## src/rtl/ysyx_22050598_core_ctrl_pkg.sv

```systemverilog
// Shared encodings for the multi-cycle core sequencer.
// State codes, reset PC default and halt-cause values.
package ysyx_22050598_core_ctrl_pkg;

  localparam logic [2:0] ST_FETCH     = 3'd0;
  localparam logic [2:0] ST_WAIT_INST = 3'd1;
  localparam logic [2:0] ST_EXEC      = 3'd2;
  localparam logic [2:0] ST_MEM_REQ   = 3'd3;
  localparam logic [2:0] ST_MEM_WAIT  = 3'd4;
  localparam logic [2:0] ST_HALT      = 3'd5;

  localparam logic [63:0] DEF_RESET_PC =
    64'h0000_0000_8000_0000;

  localparam logic HC_EBREAK = 1'b0;
  localparam logic HC_FAULT  = 1'b1;

  typedef enum logic [2:0] {
    S_FETCH     = ST_FETCH,
    S_WAIT_INST = ST_WAIT_INST,
    S_EXEC      = ST_EXEC,
    S_MEM_REQ   = ST_MEM_REQ,
    S_MEM_WAIT  = ST_MEM_WAIT,
    S_HALT      = ST_HALT
  } state_e;

endpackage

```

## src/rtl/ysyx_22050598_core_ctrl_if.sv

```systemverilog
// Fetch, decode/execute and load/store signals seen by the sequencer.
// master = sequencer side, slave = bus/decoder side.
interface ysyx_22050598_core_ctrl_if;

  logic        if_req_valid;
  logic        if_req_ready;
  logic [63:0] if_addr;
  logic        if_rsp_valid;
  logic        if_rsp_ready;
  logic        inst_latch_en;
  logic        is_load;
  logic        is_store;
  logic        exu_wen;
  logic        j_flag;
  logic [63:0] j_pc;
  logic        ebreak_flag;
  logic        ls_req_valid;
  logic        ls_req_ready;
  logic        ls_rsp_valid;
  logic        rf_wen;

  modport master (
    output if_req_valid,
    output if_addr,
    output if_rsp_ready,
    output inst_latch_en,
    output ls_req_valid,
    output rf_wen,
    input  if_req_ready,
    input  if_rsp_valid,
    input  is_load,
    input  is_store,
    input  exu_wen,
    input  j_flag,
    input  j_pc,
    input  ebreak_flag,
    input  ls_req_ready,
    input  ls_rsp_valid
  );

  modport slave (
    input  if_req_valid,
    input  if_addr,
    input  if_rsp_ready,
    input  inst_latch_en,
    input  ls_req_valid,
    input  rf_wen,
    output if_req_ready,
    output if_rsp_valid,
    output is_load,
    output is_store,
    output exu_wen,
    output j_flag,
    output j_pc,
    output ebreak_flag,
    output ls_req_ready,
    output ls_rsp_valid
  );

endinterface

```

## src/rtl/ysyx_22050598_core_ctrl_watchdog.sv

```systemverilog
// Per-state wait counter; expires on the TIMEOUT_CYCLES-th
// enabled cycle since the last clear.
module ysyx_22050598_watchdog #(
  parameter int TIMEOUT_CYCLES = 1024
) (
  input  logic clk,
  input  logic rst,
  input  logic clr,
  input  logic en,
  output logic expire
);

  localparam int W =
    (TIMEOUT_CYCLES > 2) ? $clog2(TIMEOUT_CYCLES) : 1;
  localparam logic [W-1:0] LIMIT = W'(TIMEOUT_CYCLES - 1);

  logic [W-1:0] cnt;

  assign expire = en && (cnt == LIMIT);

  always_ff @(posedge clk or posedge rst) begin
    if (rst) begin
      cnt <= '0;
    end else if (clr) begin
      cnt <= '0;
    end else if (en && cnt != LIMIT) begin
      cnt <= cnt + W'(1);
    end
  end

endmodule

```

## src/rtl/ysyx_22050598_core_ctrl.sv

```systemverilog
// Multi-cycle RV64 sequencer: PC owner, fetch/exec/mem/writeback
// stepping, halt handling and cycle/instret counters.
module ysyx_22050598_core_ctrl
  import ysyx_22050598_core_ctrl_pkg::*;
#(
  parameter logic [63:0] RESET_PC       = DEF_RESET_PC,
  parameter int          TIMEOUT_CYCLES = 1024,
  parameter int          CNT_W          = 64
) (
  input  logic             clk,
  input  logic             rst,
  ysyx_22050598_core_ctrl_if.master bus,
  output logic [63:0]      pc,
  output logic             halt,
  output logic             halt_err,
  output logic [CNT_W-1:0] cycle_cnt,
  output logic [CNT_W-1:0] instret
);

  state_e          state_q, state_d;
  logic [63:0]     pc_q, pc_d;
  logic            cause_q, cause_d;
  logic [CNT_W-1:0] cyc_q, ret_q;
  logic            retire;
  logic            wd_en, wd_clr, wd_exp;

  logic            req_if, rsp_if, latch;
  logic            req_ls, wen;

  logic            ex_brk, ex_jerr, ex_mem, ex_alu;
  logic [63:0]     pc_inc;

  assign pc_inc = pc_q + 64'd4;

  // One-hot view of the EXEC priority chain
  assign ex_brk  = bus.ebreak_flag;
  assign ex_jerr = !ex_brk && bus.j_flag &&
                   (bus.j_pc[1:0] != 2'b00);
  assign ex_mem  = !ex_brk && !ex_jerr &&
                   (bus.is_load || bus.is_store);
  assign ex_alu  = !(ex_brk || ex_jerr || ex_mem);

  always_comb begin
    state_d = state_q;
    pc_d    = pc_q;
    cause_d = cause_q;
    retire  = 1'b0;
    wd_en   = 1'b0;
    req_if  = 1'b0;
    rsp_if  = 1'b0;
    latch   = 1'b0;
    req_ls  = 1'b0;
    wen     = 1'b0;
    unique case (state_q)
      S_FETCH: begin
        req_if = 1'b1;
        wd_en  = 1'b1;
        if (bus.if_req_ready) begin
          state_d = S_WAIT_INST;
        end else if (wd_exp) begin
          state_d = S_HALT;
          cause_d = HC_FAULT;
        end
      end
      S_WAIT_INST: begin
        rsp_if = 1'b1;
        wd_en  = 1'b1;
        if (bus.if_rsp_valid) begin
          latch   = 1'b1;
          state_d = S_EXEC;
        end else if (wd_exp) begin
          state_d = S_HALT;
          cause_d = HC_FAULT;
        end
      end
      S_EXEC: begin
        unique case (1'b1)
          ex_brk: begin
            state_d = S_HALT;
            cause_d = HC_EBREAK;
            retire  = 1'b1;
          end
          ex_jerr: begin
            state_d = S_HALT;
            cause_d = HC_FAULT;
          end
          ex_mem: begin
            state_d = S_MEM_REQ;
          end
          ex_alu: begin
            wen     = bus.exu_wen;
            pc_d    = bus.j_flag ? bus.j_pc : pc_inc;
            retire  = 1'b1;
            state_d = S_FETCH;
          end
          default: ;
        endcase
      end
      S_MEM_REQ: begin
        req_ls = 1'b1;
        wd_en  = 1'b1;
        if (bus.ls_req_ready) begin
          state_d = S_MEM_WAIT;
        end else if (wd_exp) begin
          state_d = S_HALT;
          cause_d = HC_FAULT;
        end
      end
      S_MEM_WAIT: begin
        wd_en = 1'b1;
        if (bus.ls_rsp_valid) begin
          wen     = bus.is_load;
          pc_d    = pc_inc;
          retire  = 1'b1;
          state_d = S_FETCH;
        end else if (wd_exp) begin
          state_d = S_HALT;
          cause_d = HC_FAULT;
        end
      end
      S_HALT: ;
      default: begin
        state_d = S_HALT;
        cause_d = HC_FAULT;
      end
    endcase
  end

  assign wd_clr = (state_d != state_q);

  ysyx_22050598_watchdog #(
    .TIMEOUT_CYCLES(TIMEOUT_CYCLES)
  ) u_wd (
    .clk   (clk),
    .rst   (rst),
    .clr   (wd_clr),
    .en    (wd_en),
    .expire(wd_exp)
  );

  always_ff @(posedge clk or posedge rst) begin
    if (rst) begin
      state_q <= S_FETCH;
      pc_q    <= RESET_PC;
      cause_q <= HC_EBREAK;
      cyc_q   <= '0;
      ret_q   <= '0;
    end else begin
      state_q <= state_d;
      pc_q    <= pc_d;
      cause_q <= cause_d;
      if (state_q != S_HALT) begin
        cyc_q <= cyc_q + CNT_W'(1);
      end
      if (retire) begin
        ret_q <= ret_q + CNT_W'(1);
      end
    end
  end

  assign bus.if_req_valid  = req_if;
  assign bus.if_addr       = pc_q;
  assign bus.if_rsp_ready  = rsp_if;
  assign bus.inst_latch_en = latch;
  assign bus.ls_req_valid  = req_ls;
  assign bus.rf_wen        = wen;

  assign pc        = pc_q;
  assign halt      = (state_q == S_HALT);
  assign halt_err  = halt && (cause_q == HC_FAULT);
  assign cycle_cnt = cyc_q;
  assign instret   = ret_q;

endmodule

```

## src/flat_wrapper.sv

```systemverilog
// flat-port wrapper written by rule: the top's interface ports become plain ports
module ysyx_22050598_core_ctrl_flat import ysyx_22050598_core_ctrl_pkg::*;
#(
  parameter logic [63:0] RESET_PC       = DEF_RESET_PC,
  parameter int          TIMEOUT_CYCLES = 1024,
  parameter int          CNT_W          = 64
)
  (clk, rst, pc, halt, halt_err, cycle_cnt, instret, bus_if_req_valid, bus_if_addr, bus_if_rsp_ready, bus_inst_latch_en, bus_ls_req_valid, bus_rf_wen, bus_if_req_ready, bus_if_rsp_valid, bus_is_load, bus_is_store, bus_exu_wen, bus_j_flag, bus_j_pc, bus_ebreak_flag, bus_ls_req_ready, bus_ls_rsp_valid);
  ysyx_22050598_core_ctrl_if bus_i ();
  input  logic clk;
  input  logic rst;
  output logic [63:0] pc;
  output logic halt;
  output logic halt_err;
  output logic [CNT_W-1:0] cycle_cnt;
  output logic [CNT_W-1:0] instret;
  output wire logic [$bits(bus_i.if_req_valid)-1:0] bus_if_req_valid;
  output wire logic [$bits(bus_i.if_addr)-1:0] bus_if_addr;
  output wire logic [$bits(bus_i.if_rsp_ready)-1:0] bus_if_rsp_ready;
  output wire logic [$bits(bus_i.inst_latch_en)-1:0] bus_inst_latch_en;
  output wire logic [$bits(bus_i.ls_req_valid)-1:0] bus_ls_req_valid;
  output wire logic [$bits(bus_i.rf_wen)-1:0] bus_rf_wen;
  input wire logic [$bits(bus_i.if_req_ready)-1:0] bus_if_req_ready;
  input wire logic [$bits(bus_i.if_rsp_valid)-1:0] bus_if_rsp_valid;
  input wire logic [$bits(bus_i.is_load)-1:0] bus_is_load;
  input wire logic [$bits(bus_i.is_store)-1:0] bus_is_store;
  input wire logic [$bits(bus_i.exu_wen)-1:0] bus_exu_wen;
  input wire logic [$bits(bus_i.j_flag)-1:0] bus_j_flag;
  input wire logic [$bits(bus_i.j_pc)-1:0] bus_j_pc;
  input wire logic [$bits(bus_i.ebreak_flag)-1:0] bus_ebreak_flag;
  input wire logic [$bits(bus_i.ls_req_ready)-1:0] bus_ls_req_ready;
  input wire logic [$bits(bus_i.ls_rsp_valid)-1:0] bus_ls_rsp_valid;
  assign bus_if_req_valid = bus_i.if_req_valid;
  assign bus_if_addr = bus_i.if_addr;
  assign bus_if_rsp_ready = bus_i.if_rsp_ready;
  assign bus_inst_latch_en = bus_i.inst_latch_en;
  assign bus_ls_req_valid = bus_i.ls_req_valid;
  assign bus_rf_wen = bus_i.rf_wen;
  assign bus_i.if_req_ready = bus_if_req_ready;
  assign bus_i.if_rsp_valid = bus_if_rsp_valid;
  assign bus_i.is_load = bus_is_load;
  assign bus_i.is_store = bus_is_store;
  assign bus_i.exu_wen = bus_exu_wen;
  assign bus_i.j_flag = bus_j_flag;
  assign bus_i.j_pc = bus_j_pc;
  assign bus_i.ebreak_flag = bus_ebreak_flag;
  assign bus_i.ls_req_ready = bus_ls_req_ready;
  assign bus_i.ls_rsp_valid = bus_ls_rsp_valid;
  ysyx_22050598_core_ctrl #(.RESET_PC(RESET_PC), .TIMEOUT_CYCLES(TIMEOUT_CYCLES), .CNT_W(CNT_W)) u_core (.clk(clk), .rst(rst), .bus(bus_i), .pc(pc), .halt(halt), .halt_err(halt_err), .cycle_cnt(cycle_cnt), .instret(instret));
endmodule
```

## config.mk

```make
export PLATFORM = sky130hd
export DESIGN_NAME = ysyx_22050598_core_ctrl_flat
export DESIGN_NICKNAME = d
export VERILOG_FILES = /design/src/rtl/ysyx_22050598_core_ctrl_pkg.sv /design/src/rtl/ysyx_22050598_core_ctrl_if.sv /design/src/rtl/ysyx_22050598_core_ctrl_watchdog.sv /design/src/rtl/ysyx_22050598_core_ctrl.sv /design/src/flat_wrapper.sv
export SDC_FILE = /design/constraint.sdc
export NUM_CORES = 1
export LEC_CHECK = 0
export ABC_AREA = 1
export BUFFER_PORTS_ARGS = -buffer_cell sky130_fd_sc_hd__buf_2
export CAP_MARGIN = 25
export CELL_PAD_IN_SITES_DETAIL_PLACEMENT = 1
export CELL_PAD_IN_SITES_GLOBAL_PLACEMENT = 1
export CORE_MARGIN = 1.5
export CORE_UTILIZATION = 38
export CTS_CLUSTER_DIAMETER = 50
export DETAILED_ROUTE_END_ITERATION = 12
export PLACE_DENSITY = 0.87
export SYNTH_ARGS = -nofsm -noshare
export SYNTH_HDL_FRONTEND = slang
export SYNTH_SLANG_ARGS = --single-unit
```

## constraint.sdc

```tcl
create_clock -name clk -period 8.86 [get_ports clk]
set_clock_uncertainty 0.1 [all_clocks]
set_input_delay 1.772 -clock clk [delete_from_list [all_inputs] [get_ports clk]]
set_output_delay 1.772 -clock clk [all_outputs]
set_load 0.01 [all_outputs]
```

==> run metrics <==
Initial Utilization 0.385; total power ~2.3 mW; Die Area between 0.03 and 0.04 mm²; first-pass iteration count of the detailed router 5; total CTS buffers 31; netlist area before placement around 0.014 mm²; Row Count between 60 and 70; Post-route DRC 0; antenna-violating nets left 0; Via density 5.43; simple-gate share of the synthesized area 0.357; Synth cell types between 40 and 50; CTS resizes 0; fillers around 4700; Max Cap Violations 0; worst reg-to-reg path cell count 12; sequential group share of total power 0.419; count leader, synth nand2_1; CP Launch Type primary input; number of synthesized register bits 206; Final nets approximately 2300; compound-cell area share of the yosys netlist 0.0692; WP data required between 6000 and 7000 ps; placed inst area about 0.015 mm²; post-place setup slack 4110 ps; Avg Synthesized Cell Area 6.91 µm²; clk buf depth 3; Synth Area in Adders 0.00365; largest cells by area after synthesis dfrtp_1 37%, nand2_1 14%, nor2_1 7.9%; Cells after Synth 1984; grt total ovfl 0; asr flop ratio synth 1.00; DP HPWL roughly 41000 µm; final hold vios 0; Synth top area share 0.374; WL final between 50000 and 60000 µm; worst hold endpoint u_core.cause_q$_DFFE_PP0P_; GR Util All Layers 0.286; hold crit path type flop to flop; Die W approximately 190 µm; setup bufs post-CTS 0; Slew @ Worst Pin ~960 ps; period utilization 0.537; Die Ht a little under 200 µm; Worst VDD drop 0.000132 V; CTS tree done; Crit Path Max Fanout 4; outcome completed; share of power burned in combinational logic 0.042; H-tree levels 1; fmax 210 MHz; final core utilization 0.461; Final WS setup just over 4000 ps; most frequent cells after synthesis 503 x nand2_1, 287 x nor2_1, 232 x inv_1, 205 x dfrtp_1, 141 x nand3_1; Ys Warns 0; HP Start u_core.cause_q$_DFFE_PP0P_; critical path class primary input to output pin; proportion of synthesized area in mux cells 0; core area roughly 0.036 mm²; fin cells around 2700; worst hold slack slightly above 400 ps; Worst-Skew Late Latency around 570 ps; Setup crit end kind output pin; Final Setup Violations 0; Worst R2R Setup Slack about 5500 ps; IO buf count between 300 and 400; initial antenna violation count 1; wire per inst approximately 20 µm; n_diodes 0; dpl cells 2687; hold_buf cts 0; largest family of logic cells by synthesized area simple AND/OR/NAND/NOR gates; Clock power frac 0.539; Pint between 1.5 and 2 mW; Iteration-0 DRC Markers about 770; top_reg_cell synth dfrtp_1; largest net degree at the start of global routing between 80 and 90; design area around 0.016 mm²; number of synthesized flops with an enable pin 0; TNS Setup 0 ps; RR Endpoint u_core.bus.if_addr[56]$_DFFE_PP0P_; Switching Share 0.250; post-synth top area cell dfrtp_1; xor and xnor area share after synthesis 0.0799; Pleak between 8 and 9 nW; clock slew at reported path FFs 60 ps; arrival time worst endpoint just under 3000 ps; layout cells sized above 1 0.192; Hold Path Stages 2; RSZ-0062 raised after global routing no; synth-to-layout area growth 19.7%; fin. max-slew vios 0; io pins 338; Pwr Density about 140 mW/mm²; Final min period 4760 ps; clock sink count between 200 and 250; post-synthesis sequential area ratio 0.376; RR Startpoint u_core.bus.if_addr[2]$_DFFE_PP0P_; clock root buffer clkbuf_16; vias in the first global route 15300; sw power ~0.58 mW; GPL Wtd Cong approximately 0.94; Slew HR 0.355; via count approximately 15000; syn_nets 2063; first-pass GRT wire length 83000 µm
## registers in the layout, indices dropped and copies added, names as in the netlist
| register | count |
|---|---|
| u_core.cycle_cnt | 64 |
| u_core.cause_q | 1 |
| u_core.instret | 64 |
| u_core.bus.if_addr | 64 |
| u_core.u_wd.cnt | 10 |
| u_core.state_q | 3 |
## worst max path at each step
stage | from | end | slack, ps | depth (start not counted)
global route | bus_j_pc[0] | bus_rf_wen | 4040 | 6
CTS | bus_j_pc[0] | bus_rf_wen | 4100 | 6
finish | bus_j_pc[0] | bus_rf_wen | 4100 | 6
global placement | bus_j_pc[0] | bus_rf_wen | 4140 | 6
detailed placement | bus_j_pc[0] | bus_rf_wen | 4110 | 6
floorplan | rst | u_core.bus.if_addr[0]$_DFFE_PP0P_ | 1370 | 1
## routing by layer
metal  GRT usage  vias up  part of all wire  wire length [µm]
met3      0.0527      112             0.078              4220
met2       0.497      572              0.48             25900
met5           0        -           0.00024                13
met1       0.349     7344              0.41             22100
met4       0.112        2             0.037              2000
li1            -     6876                 -                 -
## cells in the final DEF (no fill, tap or decap), types with 6 or more instances in the layout
master and instances:
a21oi_1 16, buf_2 337, buf_4 6, clkbuf_16 31, clkinvlp_4 9, dfrtp_1 205, inv_1 231, inv_2 8
nand2_1 502, nand3_1 141, nand3b_1 7, nand4_1 67, nor2_1 287, nor2_2 9, nor3_1 87, o211ai_1 12
o21ai_0 102, o21ai_1 20, o22ai_1 16, xnor2_1 29, xor2_1 96
## power by group through the flow
stage | Combinational, mW | Clock, mW | Sequential, mW
floorplan | 0.0445 | 0 | 0.981
global placement | 0.0939 | 0 | 0.979
detailed placement | 0.0957 | 0 | 0.980
CTS | 0.0971 | 1.26 | 0.963
global route | 0.106 | 1.29 | 0.964
finish | 0.0958 | 1.24 | 0.963
## cell families after synthesis
| logic type | count (synthesis) |
|---|---|
| simple gates | 1132 |
| buf+inv | 342 |
| flops | 206 |
| compound gates | 175 |
| xor+xnor | 125 |
| fa+ha+maj | 4 |
## cell type report
type                    instances  area (µm²)  area share
multi-input cells            1436        7000       0.427
flip-flops and latches        206        5160       0.314
repair buffers                343        1730       0.106
inverters                     241         912      0.0556
clock buffers                  35         801      0.0488
well taps                     461         577      0.0352
clock inverters                21         228      0.0139
## critical path: stages
cell and delay, ps:
buf_2 90, o21ai_1 320, nand3_4 150, nor2_4 250, a22o_1 180, buf_2 120
(Power assumes the default switching activity.)
